File: config.mk
export PLATFORM = sky130hd
export DESIGN_NAME = controlador_memoria_datos
export DESIGN_NICKNAME = d
export VERILOG_FILES = /design/src/rtl/controlador_memoria_datos.sv
export SDC_FILE = /design/constraint.sdc
export NUM_CORES = 1
export LEC_CHECK = 0
export BUFFER_PORTS_ARGS = -buffer_cell sky130_fd_sc_hd__buf_4
export CORE_UTILIZATION = 50
export CTS_CLUSTER_SIZE = 30
export DETAILED_ROUTE_END_ITERATION = 8
export GPL_ROUTABILITY_DRIVEN = 0
export PLACE_DENSITY = 0.8
export SKIP_LAST_GASP = 1
export SYNTH_ARGS = -nofsm -noshare
export SYNTH_HDL_FRONTEND = slang
export SYNTH_SLANG_ARGS = --single-unit
File: constraint.sdc
create_clock -name clk -period 4.6 [get_ports clk]
set_input_delay 0.69 -clock clk [delete_from_list [all_inputs] [get_ports clk]]
set_output_delay 0.69 -clock clk [all_outputs]
set_load 0.02 [all_outputs]
File: src/rtl/controlador_memoria_datos.sv
// ============================================================================
// Module   : controlador_memoria_datos
// Brief    : Sequencer that drives a 2^ANCHO_DIR x ANCHO_DATOS data memory.
//            Handles single-byte load/store and autonomous block copy/fill,
//            generating registered activa/guardar strobes with the address
//            and data held stable for a full cycle before guardar rises.
// Revision : 1.0 - initial release
// ============================================================================
`default_nettype none

module controlador_memoria_datos #(
  parameter int ANCHO_DATOS = 8,
  parameter int ANCHO_DIR   = 7
) (
  input  logic                   clk,
  input  logic                   reset,
  input  logic                   inicio,
  input  logic [1:0]             operacion,
  input  logic [ANCHO_DIR-1:0]   dirOrigen,
  input  logic [ANCHO_DIR-1:0]   dirDestino,
  input  logic [ANCHO_DIR:0]     longitud,
  input  logic [ANCHO_DATOS-1:0] datoEscritura,
  output logic                   ocupado,
  output logic                   hecho,
  output logic                   error,
  output logic [ANCHO_DATOS-1:0] datoLeido,
  output logic [ANCHO_DIR-1:0]   direccionMemoria,
  output logic [ANCHO_DATOS-1:0] entradaDatos,
  output logic                   guardar,
  output logic                   activa,
  input  logic [ANCHO_DATOS-1:0] salidaDatos
);

  localparam int                 PROFUNDIDAD = 1 << ANCHO_DIR;
  localparam logic [ANCHO_DIR:0] LONG_MAX    = (ANCHO_DIR+1)'(PROFUNDIDAD);
  localparam logic [ANCHO_DIR:0] UNO         = (ANCHO_DIR+1)'(1);

  localparam logic [1:0] OP_CARGA   = 2'b00;
  localparam logic [1:0] OP_GUARDA  = 2'b01;
  localparam logic [1:0] OP_COPIA   = 2'b10;
  localparam logic [1:0] OP_RELLENO = 2'b11;

  typedef enum logic [2:0] {
    REPOSO = 3'd0,
    LEER   = 3'd1,
    PREP   = 3'd2,
    PULSO  = 3'd3,
    FIN    = 3'd4
  } estado_t;

  estado_t                estado_q;
  logic [1:0]             op_q;
  logic [ANCHO_DIR-1:0]   orig_q;
  logic [ANCHO_DIR-1:0]   dest_q;
  logic [ANCHO_DIR:0]     len_q;
  logic [ANCHO_DATOS-1:0] dato_q;
  logic [ANCHO_DIR:0]     idx_q;
  logic                   hecho_q;
  logic                   error_q;
  logic [ANCHO_DATOS-1:0] leido_q;
  logic [ANCHO_DIR-1:0]   dir_q;
  logic [ANCHO_DATOS-1:0] datos_q;
  logic                   guardar_q;
  logic                   activa_q;

  // Next byte index and the wrap-around addresses derived from it
  logic [ANCHO_DIR:0]     idx_d;
  logic [ANCHO_DIR-1:0]   dir_dest_act_d;
  logic [ANCHO_DIR-1:0]   dir_dest_sig_d;
  logic [ANCHO_DIR-1:0]   dir_orig_sig_d;
  logic                   long_invalida_d;

  assign idx_d           = idx_q + UNO;
  assign dir_dest_act_d  = dest_q + idx_q[ANCHO_DIR-1:0];
  assign dir_dest_sig_d  = dest_q + idx_d[ANCHO_DIR-1:0];
  assign dir_orig_sig_d  = orig_q + idx_d[ANCHO_DIR-1:0];
  assign long_invalida_d = (longitud == '0) || (longitud > LONG_MAX);

  // Command sequencer: latches commands in REPOSO and walks bytes through
  // LEER (capture), PREP (set address/data) and PULSO (write strobe)
  always_ff @(posedge clk) begin
    if (reset) begin
      estado_q  <= REPOSO;
      op_q      <= '0;
      orig_q    <= '0;
      dest_q    <= '0;
      len_q     <= '0;
      dato_q    <= '0;
      idx_q     <= '0;
      hecho_q   <= 1'b0;
      error_q   <= 1'b0;
      leido_q   <= '0;
      dir_q     <= '0;
      datos_q   <= '0;
      guardar_q <= 1'b0;
      activa_q  <= 1'b0;
    end else begin
      hecho_q <= 1'b0;
      case (estado_q)
        REPOSO: begin
          guardar_q <= 1'b0;
          activa_q  <= 1'b0;
          if (inicio) begin
            op_q    <= operacion;
            orig_q  <= dirOrigen;
            dest_q  <= dirDestino;
            len_q   <= longitud;
            dato_q  <= datoEscritura;
            idx_q   <= '0;
            error_q <= 1'b0;
            if (operacion == OP_CARGA) begin
              dir_q    <= dirOrigen;
              estado_q <= LEER;
            end else if (operacion == OP_GUARDA) begin
              dir_q    <= dirDestino;
              datos_q  <= datoEscritura;
              activa_q <= 1'b1;
              estado_q <= PREP;
            end else if (long_invalida_d) begin
              // Zero or oversize block: complete without touching memory
              error_q  <= (longitud > LONG_MAX);
              estado_q <= FIN;
            end else if (operacion == OP_COPIA) begin
              dir_q    <= dirOrigen;
              estado_q <= LEER;
            end else begin
              dir_q    <= dirDestino;
              datos_q  <= datoEscritura;
              activa_q <= 1'b1;
              estado_q <= PREP;
            end
          end
        end

        LEER: begin
          if (op_q == OP_CARGA) begin
            leido_q  <= salidaDatos;
            hecho_q  <= 1'b1;
            estado_q <= REPOSO;
          end else begin
            // Copy: captured byte becomes write data for the destination
            datos_q  <= salidaDatos;
            dir_q    <= dir_dest_act_d;
            activa_q <= 1'b1;
            estado_q <= PREP;
          end
        end

        PREP: begin
          guardar_q <= 1'b1;
          estado_q  <= PULSO;
        end

        PULSO: begin
          guardar_q <= 1'b0;
          if ((op_q == OP_GUARDA) || (idx_d == len_q)) begin
            activa_q <= 1'b0;
            hecho_q  <= 1'b1;
            estado_q <= REPOSO;
          end else begin
            idx_q <= idx_d;
            if (op_q == OP_COPIA) begin
              activa_q <= 1'b0;
              dir_q    <= dir_orig_sig_d;
              estado_q <= LEER;
            end else begin
              // Fill keeps activa high; guardar falls as the address moves
              dir_q    <= dir_dest_sig_d;
              datos_q  <= dato_q;
              estado_q <= PREP;
            end
          end
        end

        FIN: begin
          hecho_q  <= 1'b1;
          estado_q <= REPOSO;
        end

        default: begin
          guardar_q <= 1'b0;
          activa_q  <= 1'b0;
          estado_q  <= REPOSO;
        end
      endcase
    end
  end

  assign ocupado          = (estado_q != REPOSO);
  assign hecho            = hecho_q;
  assign error            = error_q;
  assign datoLeido        = leido_q;
  assign direccionMemoria = dir_q;
  assign entradaDatos     = datos_q;
  assign guardar          = guardar_q;
  assign activa           = activa_q;

endmodule

`default_nettype wire

-- Yosys cells after proc, flatten, opt, wreduce, memory -nomap -nowiden
Cells that the tools add are included.
- bits of input ports: 43
- bits in registers: 70
- word-level logic and storage cells: 101
- output and inout port bits: 28
- order comparisons: 1
- bitwise gates (word level): 1
- add/sub/neg operators: 4
- reductions and logical operators: 17
- muxes and demuxes: 46
- equality and inequality tests: 18
- operator list (cell ; count):
    two-way mux 8 bit ; 10
    two-way mux 7 bit ; 8
    case mux 8 bit (3 select lines) ; 1
    adder 7 bit ; 3
    case mux 7 bit (3 select lines) ; 1
    case mux 8 bit (2 select lines) ; 1
    two-way mux 1 bit ; 13
    two-way mux 3 bit ; 4
    case mux 3 bit (4 select lines) ; 1
    != test 2 bit, second input constant ; 5
    != test 3 bit, second input constant ; 3
    adder 8 x 1 -> 8 bit, second input constant ; 1
    == test 8 bit ; 1
    > comparator 8 bit, second input constant ; 1
    logical NOT 8 bit ; 1
    two-way mux 2 bit ; 4
    AND reduction 8 bit ; 1
    == test 3 x 2 -> 1 bit, second input constant ; 2
    AND reduction 3 bit ; 2
    nonzero test 3 bit ; 2
    AND reduction 5 bit ; 1
    == test 2 x 1 -> 1 bit, second input constant ; 2
    == test 2 bit, second input constant ; 2
    logical NOT 2 bit ; 2
    other kinds (12) ; 15

-- Depth between registers and ports, before layout
Gate-level depths: netlist of run 1.
- word-level depth: 7
- gate-level depth with buffers: 12
- gate-level depth less buffers: 11

-- Least setup slack after synthesis of run 1
No wires, ideal clock.
- kind: reg-to-reg
- from: register op_q[1]
- to: register dir_q[6] (netlist: direccionMemoria[6])
- setup slack: 1.969 ns
- cell stages (with the launch flop): 13
- setup time: 0.116 ns
- path buffers: 1
- data arrival time: 2.514 ns
- cells stage by stage: dfxtp_1 -> nor2b_1 -> clkbuf_1 -> mux2_1 -> ha_1 -> inv_1 -> fa_1 -> nor2b_1 -> o31a_1 -> o22ai_1 -> xor2_1 -> o221ai_1 -> o211a_1
- cells in the longest elaborated chain, start to end: 4
- elaborated cells on any way between the ends: 10
- ends and longest elaborated chain (what ; line ; source):
    start, declared ; 52 ; logic [1:0] op_q;
    start signal, assigned ; 104 ; op_q <= operacion;
    == test 2 bit or == test 2 x 1 -> 1 bit (tied branches) ; 162, 156 ;
    two-way mux 7 bit or logical OR 1 bit (tied branches) ; 162, 156 ;
    two-way mux 7 bit or != test 2 bit (tied branches) ; -- ;
    case mux 7 bit (3 select lines) or AND reduction 5 bit (tied branches) ; -- ;
    end signal, assigned ; 112 ; dir_q <= dirOrigen;
    end signal, assigned ; 164 ; dir_q <= dir_orig_sig_d;
    end signal, assigned ; 168 ; dir_q <= dir_dest_sig_d;
    end, declared ; 61 ; logic [ANCHO_DIR-1:0] dir_q;
Several ways; a longest one is shown, not always the timed one. The select of a mux whose other input is x is not followed.
A chain may end at the register's enable or synchronous reset.

-- Final worst setup path of run 1
Same ends and word-level chain as after synthesis.

==> flow_metrics.py, run 1 <==
metrics = {
    "die": {
        "core_sq_um": 7890,
        "die_y_microns": 93.2,
        "die-area_sq_um": 8690,
        "fp-row-count": 32,
        "ios": 71,
        "start_util_pct": 52.7,
        "fp.dieW_microns": 93.2,
    },
    "cells_and_area": {
        "final_nets": 618,
        "drive_above_1_share_pct": 18.4,
        "num_antenna_cells": 0,
        "design_area_sq_um": 4890,
        "area_growth_pct": 17.6,
        "fillers": 687,
    },
    "placement": {
        "io_buffers": 70,
        "dp_hpwl_microns": 7800,
        "placed_area_sq_um": 4670,
    },
    "sta": {
        "hold_viol_final": 0,
        "slew_headroom_pct": 33.2,
        "rsz0062_at_grt": "no",
        "skew_ps": 8.72,
        "finalSetupTns_ps": 0,
        "fin_crit_sh_pct": 69.7,
        "slew_viol_final": 0,
        "fmax_mhz": 312,
        "post-route-min-period_ps": 3200,
        "worst_pin_slew_ps": 1000,
        "setup_viol": 0,
    },
    "synthesis": {
        "synthDistinctLibCells": 62,
        "synth_edf_count": 0,
        "yosys_warnings": 0,
        "synth_fp_nets": 572,
        "synth_seq_area_share_pct": 33.7,
        "netlist_area_sq_um": 4160,
        "ys_ff_latch": 70,
        "ys.flop_type": "dfxtp_1",
        "syn_avg_cell_area_sq_um": 8.09,
        "netlist_instances": 514,
        "synthArstFlopShare_pct": 0,
    },
    "clocking": {
        "clkSinkCount": 70,
        "path_clk_slew_ps": 80,
        "cts_tree": "built",
        "cts_hold_buf": 0,
        "post_cts_buffers": 0,
        "root_buffer": "clkbuf_8",
        "post_cts_resized": 0,
        "cts-htree-levels": 3,
        "cts_buffer_depth": 2,
        "clk_latency_ps": 360,
        "cts_buffers": 9,
    },
    "grt": {
        "grt_usage_pct": 25.7,
        "grt_pass1_wl_microns": 17500,
        "first_global_vias": 3585,
        "antenna_found_initial": 0,
        "grt_start_max_net_pins": 55,
        "overflow": 0,
    },
    "routing": {
        "num_vias": 3875,
        "first_pass_iters": 5,
        "wl_microns": 10900,
        "viasPerCell": 5.81,
        "drtIter0Drc": 227,
        "ant_nets": 0,
        "drcViolationCount": 0,
        "wire_per_inst_microns": 16.3,
    },
    "power_and_ir_drop": {
        "power_density_nw_per_um2": 342,
        "peakVddDrop_v": 0.000249,
        "power.leakage_uw": 0.00216,
    },
    "run_status": {
        "outcome": "complete, no violations",
    },
    "worst_setup_path": {
        "cp.required_ps": 4850,
        "endpoint_kind": "flop",
        "start_kind": "flop",
        "critPathKind": "reg2reg",
        "arrival_ps": 3460,
        "crit_fanout": 9,
    },
    "hold_path": {
        "min_path_type": "reg2reg",
    },
    "flow_run": {
        "drv_cap": 0,
    },
}
==> worst paths after layout <==
| check | cells past startpoint | from | end | slack, ps |
|---|---|---|---|---|
| max reg2reg | 11 | op_q[1]$_SDFFE_PP0P_ | direccionMemoria[6]$_SDFFE_PP0P_ | 1400 |
| min | 2 | dato_q[6]$_SDFFE_PP0P_ | dato_q[6]$_SDFFE_PP0P_ | 460 |
| min reg2reg | 2 | dato_q[6]$_SDFFE_PP0P_ | dato_q[6]$_SDFFE_PP0P_ | 460 |
| max | 11 | op_q[1]$_SDFFE_PP0P_ | direccionMemoria[6]$_SDFFE_PP0P_ | 1400 |
==> logic make-up (layout without fill, tap and decap cells) <==
logic type	Yosys count	count (layout)	synth area share (%)
flops	70	70	33.7
xor+xnor	22	22	5.32
fa+ha+maj	15	15	4.87
buf+inv	51	102	5.23
simple gates	183	183	19.7
mux	47	47	11.6
compound gates	126	126	19.6
==> worst max-delay path: stages (launching register included) <==
cell and delay, ps:
dfxtp_1 440, nor2b_1 770, mux2_1 390, ha_1 200
inv_1 70, fa_1 170, nor2b_1 70, o31a_1 260
o22ai_1 170, xor2_1 180, o221ai_1 150, o211a_1 220
==> per-stage QoR <==
step | instances | hold WS, ps | util (%) | power (uW) | setup WS [ps]
floorplan | 514 | 434 | - | 981 | 1970
global placement | 651 | 442 | 59.2 | 1100 | 1620
detailed placement | 651 | 449 | 59.2 | 1120 | 1480
CTS | 667 | 460 | 62.0 | 1670 | 1480
global route | 667 | 484 | 62.0 | 1740 | 1210
finish | 667 | 464 | 62.0 | 1670 | 1400
==> cells in the mapped netlist (all sizes together), types with 2 or more instances <==
cell / number / share of area, %
mux2i: 38 / 9.1
a21oi: 54 / 6.8
xnor2: 13 / 2.7
o211ai: 13 / 2.3
nand3: 10 / 1.2
nor2b: 8 / 1.2
o22ai: 3 / 0.78
xor2: 7 / 1.5
or3: 4 / 0.72
fa: 2 / 0.96
o21a: 2 / 0.36
ha: 13 / 3.9
o31a: 2 / 0.42
nor2: 22 / 2.0
nand2b: 3 / 0.45
mux2: 9 / 2.4
or2: 4 / 0.60
o21ai: 25 / 3.0
o21bai: 2 / 0.36
nand4: 3 / 0.45
nand2: 106 / 9.6
buf: 10 / 1.5
clkbuf: 28 / 2.5
o31ai: 2 / 0.48
a21o: 3 / 0.54
inv: 13 / 1.2
a32oi: 2 / 0.42
nor3: 11 / 1.3
and2: 3 / 0.45
a211oi: 4 / 0.72
dfxtp: 70 / 34
and3: 5 / 0.75
a22oi: 3 / 0.66
==> sequential cells by signal, summed over array words and instances, names as in the netlist <==
register	cells
hecho	1
estado_q	3
datoLeido	8
orig_q	7
len_q	8
guardar	1
activa	1
dest_q	7
entradaDatos	8
dato_q	8
idx_q	8
direccionMemoria	7
op_q	2
error	1
==> layer usage <==
metal | track usage, % | wire [microns] | share of wire [%] | up-vias
met5 | 0 | 0 | 0 | -
met4 | 9.49 | 198 | 1.8 | 0
met3 | 5.77 | 765 | 7.0 | 17
met2 | 40.5 | 5120 | 47 | 157
met1 | 34.3 | 4790 | 44 | 1805
li1 | - | - | - | 1896
==> where the power goes <==
| part | total, uW | internal (uW) | switching (uW) |
|---|---|---|---|
| Sequential | 704 | 658 | 45.9 |
| Clock | 563 | 321 | 241 |
| Combinational | 405 | 172 | 233 |
| Total | 1670 | 1150 | 520 |
==> cell usage in the layout (no fill, tap or decap), types with 7 or more instances in the layout <==
cell      count
nand2_1     106
buf_4        73
dfxtp_1      70
a21oi_1      53
mux2i_1      38
nor2_1       22
o21ai_0      19
xnor2_1      13
o211ai_1     13
ha_1         13
inv_1        11
nor3_1       11
nand3_1      10
clkbuf_8     10
nor2b_1       8
xor2_1        7
==> cell type report <==
class | count | area [sq um] | share of cell area (%)
clock inverters | 5 | 82.6 | 1.69
clock buffers | 11 | 141 | 2.89
inverters | 13 | 48.8 | 0.998
repair buffers | 73 | 548 | 11.2
flip-flops and latches | 70 | 1400 | 28.7
well taps | 102 | 128 | 2.61
multi-input cells | 393 | 2540 | 51.9
No activity file was read; power rests on OpenSTA's default activity.
==> run 2: changes to the inputs <==
--- a/config.mk
+++ b/config.mk
@@ -5,6 +5,7 @@
 export SDC_FILE = /design/constraint.sdc
 export NUM_CORES = 1
 export LEC_CHECK = 0
+export ABC_AREA = 1
 export BUFFER_PORTS_ARGS = -buffer_cell sky130_fd_sc_hd__buf_4
 export CORE_UTILIZATION = 50
 export CTS_CLUSTER_SIZE = 30
==> constraint.sdc (replaced) <==
create_clock -name clk -period 3 [get_ports clk]
set_input_delay 0.45 -clock clk [delete_from_list [all_inputs] [get_ports clk]]
set_output_delay 0.45 -clock clk [all_outputs]
set_load 0.02 [all_outputs]
==> run 2 against run 1 <==
Sequential share of layout area shrank 1.2 points; first-iteration DRC count is 49% higher; clock power is 54% higher; non-clock buffer count grew 4; global-route usage increased by 2.3 points; fmax rose by 21%; hold slack worse by 130 ps; largest power group unchanged; highest routed layer unchanged.
==> flow_metrics.py, run 2 <==
metrics = {
    "worst_setup_path": {
        "endpoint_kind": "flop",
        "cp.required_ps": 3250,
        "path_depth": 12,
        "crit_slowest_cell": "o311ai_0",
        "cp_slowest_stage_delay_ps": 500,
        "crit_family": "simple AND/OR/NAND/NOR gates",
        "start_kind": "flop",
        "critPathKind": "reg2reg",
        "path_cells": "inv_1, or2_1, o21ai_0, ha_1, inv_1, fa_1, o311ai_0, nand2_1, nand3_1, nand3_1, nor2_1, nor2_1",
        "arrival_ps": 2890,
        "r2r_cells": 12,
        "critical_path_buf_inv_count": 2,
        "crit_fanout": 10,
    },
    "clocking": {
        "root_buffer": "clkbuf_8",
        "post_cts_buffers": 0,
        "cts_buffers": 9,
        "cts_tree": "built",
        "clk_latency_ps": 350,
        "clkSinkCount": 70,
        "path_clk_slew_ps": 80,
        "cts_buffer_depth": 2,
        "cts_hold_buf": 0,
        "cts-htree-levels": 3,
    },
    "routing": {
        "wl_microns": 11800,
        "viasPerCell": 5.40,
        "drtIter0Drc": 339,
        "drcViolationCount": 0,
        "num_vias": 4418,
        "first_pass_iters": 5,
        "wire_per_inst_microns": 14.5,
        "ant_nets": 0,
    },
    "sta": {
        "post-route-min-period_ps": 2650,
        "setup_ws_ps": 352,
        "slew_viol_final": 0,
        "fin_crit_sh_pct": 88.3,
        "setup_viol": 0,
        "whs_ps": 333,
        "slew_headroom_pct": 58.8,
        "worst_pin_slew_ps": 618,
        "skew_ps": 7.97,
        "hold_viol_final": 0,
        "rsz0062_at_grt": "no",
        "finalSetupTns_ps": 0,
        "fmax_mhz": 378,
    },
    "cells_and_area": {
        "fillers": 749,
        "design_area_sq_um": 5100,
        "area_growth_pct": 18.6,
        "layout_common_cells": "nand2_1, inv_1, buf_4",
        "drive_above_1_share_pct": 19.9,
        "layoutNonFillerInstCount": 818,
        "final_nets": 767,
        "num_antenna_cells": 0,
        "final_common_cell": "nand2_1",
    },
    "power_and_ir_drop": {
        "power_density_nw_per_um2": 608,
        "power.leakage_uw": 0.00246,
        "peakVddDrop_v": 0.000380,
    },
    "hold_path": {
        "min_path_cells": 3,
        "min_path_type": "in2reg",
    },
    "synthesis": {
        "syn_avg_cell_area_sq_um": 6.66,
        "yosysMostFrequentCell": "nand2_1",
        "netlist_instances": 646,
        "yosys_warnings": 0,
        "netlist_area_sq_um": 4300,
        "synthDistinctLibCells": 39,
        "synth_edf_count": 0,
        "yosysTopAreaCell": "dfxtp_1",
        "synth_area_leaders": "dfxtp_1, nand2_1, inv_1",
        "synth_fp_nets": 704,
        "synth_commonest_cells": "nand2_1, inv_1, nor2_1",
        "synth_seq_area_share_pct": 32.6,
        "synth_top_area_share_pct": 32.6,
        "ys_ff_latch": 70,
        "synthArstFlopShare_pct": 0,
        "ys.flop_type": "dfxtp_1",
    },
    "die": {
        "fp-row-count": 33,
        "start_util_pct": 52.1,
        "fp.dieW_microns": 94.8,
        "core_sq_um": 8260,
        "die-area_sq_um": 8980,
        "die_y_microns": 94.8,
        "ios": 71,
    },
    "grt": {
        "grt_pass1_wl_microns": 19300,
        "overflow": 0,
        "antenna_found_initial": 0,
        "grt_usage_pct": 28.0,
        "grt_start_max_net_pins": 46,
        "first_global_vias": 4043,
    },
    "placement": {
        "io_buffers": 70,
        "placed_cells": 803,
        "dpl_worst_slack_ps": 336,
        "placed_area_sq_um": 4880,
        "dp_hpwl_microns": 8830,
    },
    "flow_run": {
        "drv_cap": 0,
    },
    "run_status": {
        "outcome": "complete, no violations",
    },
}
[run 2: cell types whose count changed after synthesis, moves of 18 or more]
cell / delta
inv_1: +91
nor2_1: +50
mux2i_1: -38
o21ai_0: +29
nand2_1: +27
nand4_1: +22
nor2_2: +22
nand3_1: +18
[run 2: timing repair]
action,4_1_cts,5_1_grt
hold endpoints to repair,0,0
setup endpoints to repair,0,1
gates resized for setup,0,1
[run 2: worst paths after layout]
| path | to | from | slack, ps |
|---|---|---|---|
| worst min register to register | orig_q[5]$_SDFFE_PP0P_ | orig_q[5]$_SDFFE_PP0P_ | 450 |
| worst max-delay path | direccionMemoria[6]$_SDFFE_PP0P_ | op_q[1]$_SDFFE_PP0P_ | 350 |
| worst max register to register | direccionMemoria[6]$_SDFFE_PP0P_ | op_q[1]$_SDFFE_PP0P_ | 350 |
| worst min-delay path | dest_q[5]$_SDFFE_PP0P_ | dirDestino[5] | 330 |
[run 2: per-layer routing]
layer / GRT usage [%] / share of wire, %
met5: 0 / 0
met4: 13.0 / 3.2
met3: 5.31 / 8.3
met2: 43.9 / 45
met1: 37.0 / 43
[run 2: cell type report]
type | instances | area, sq um | area share [%]
multi-input combinational | 443 | 2360 | 46.3
sequential | 70 | 1400 | 27.5
timing repair buffer | 77 | 578 | 11.3
inverter | 108 | 405 | 7.95
clock buffer | 10 | 138 | 2.70
tap | 105 | 131 | 2.57
clock inverter | 5 | 83.8 | 1.64
[run 2: per-stage QoR]
stage	total power (uW)	util, %
after floorplan	1900	-
after global placement	2190	59.1
after detailed placement	2230	59.1
after CTS	3090	61.8
after global routing	3280	61.8
final	3100	61.8
[run 2: report_power, final]
group	internal [uW]	total (uW)	switching (uW)
clock network	488	866	378
logic	402	1090	683
registers	1060	1150	97.6
total	1950	3100	1160
[run 2: logic make-up (layout without fill, tap and decap cells)]
family / after synthesis / in the layout / synth area share [%]
flip-flops: 70 / 70 / 32.6
AO/OA/AOI/OAI: 114 / 114 / 14.9
AND/OR/NAND/NOR: 307 / 307 / 34.0
adder cells (fa/ha/maj): 15 / 15 / 4.71
XOR/XNOR: 7 / 7 / 1.43
buffers and inverters: 133 / 200 / 12.4
[run 2: worst register-to-register path, cell delays in order (launching register included)]
cell and delay [ps]:
dfxtp_1 350, inv_1 60, or2_1 310, o21ai_0 210, ha_1 220, inv_1 70, fa_1 420, o311ai_0 500
nand2_1 110, nand3_1 80, nand3_1 60, nor2_1 100, nor2_1 50
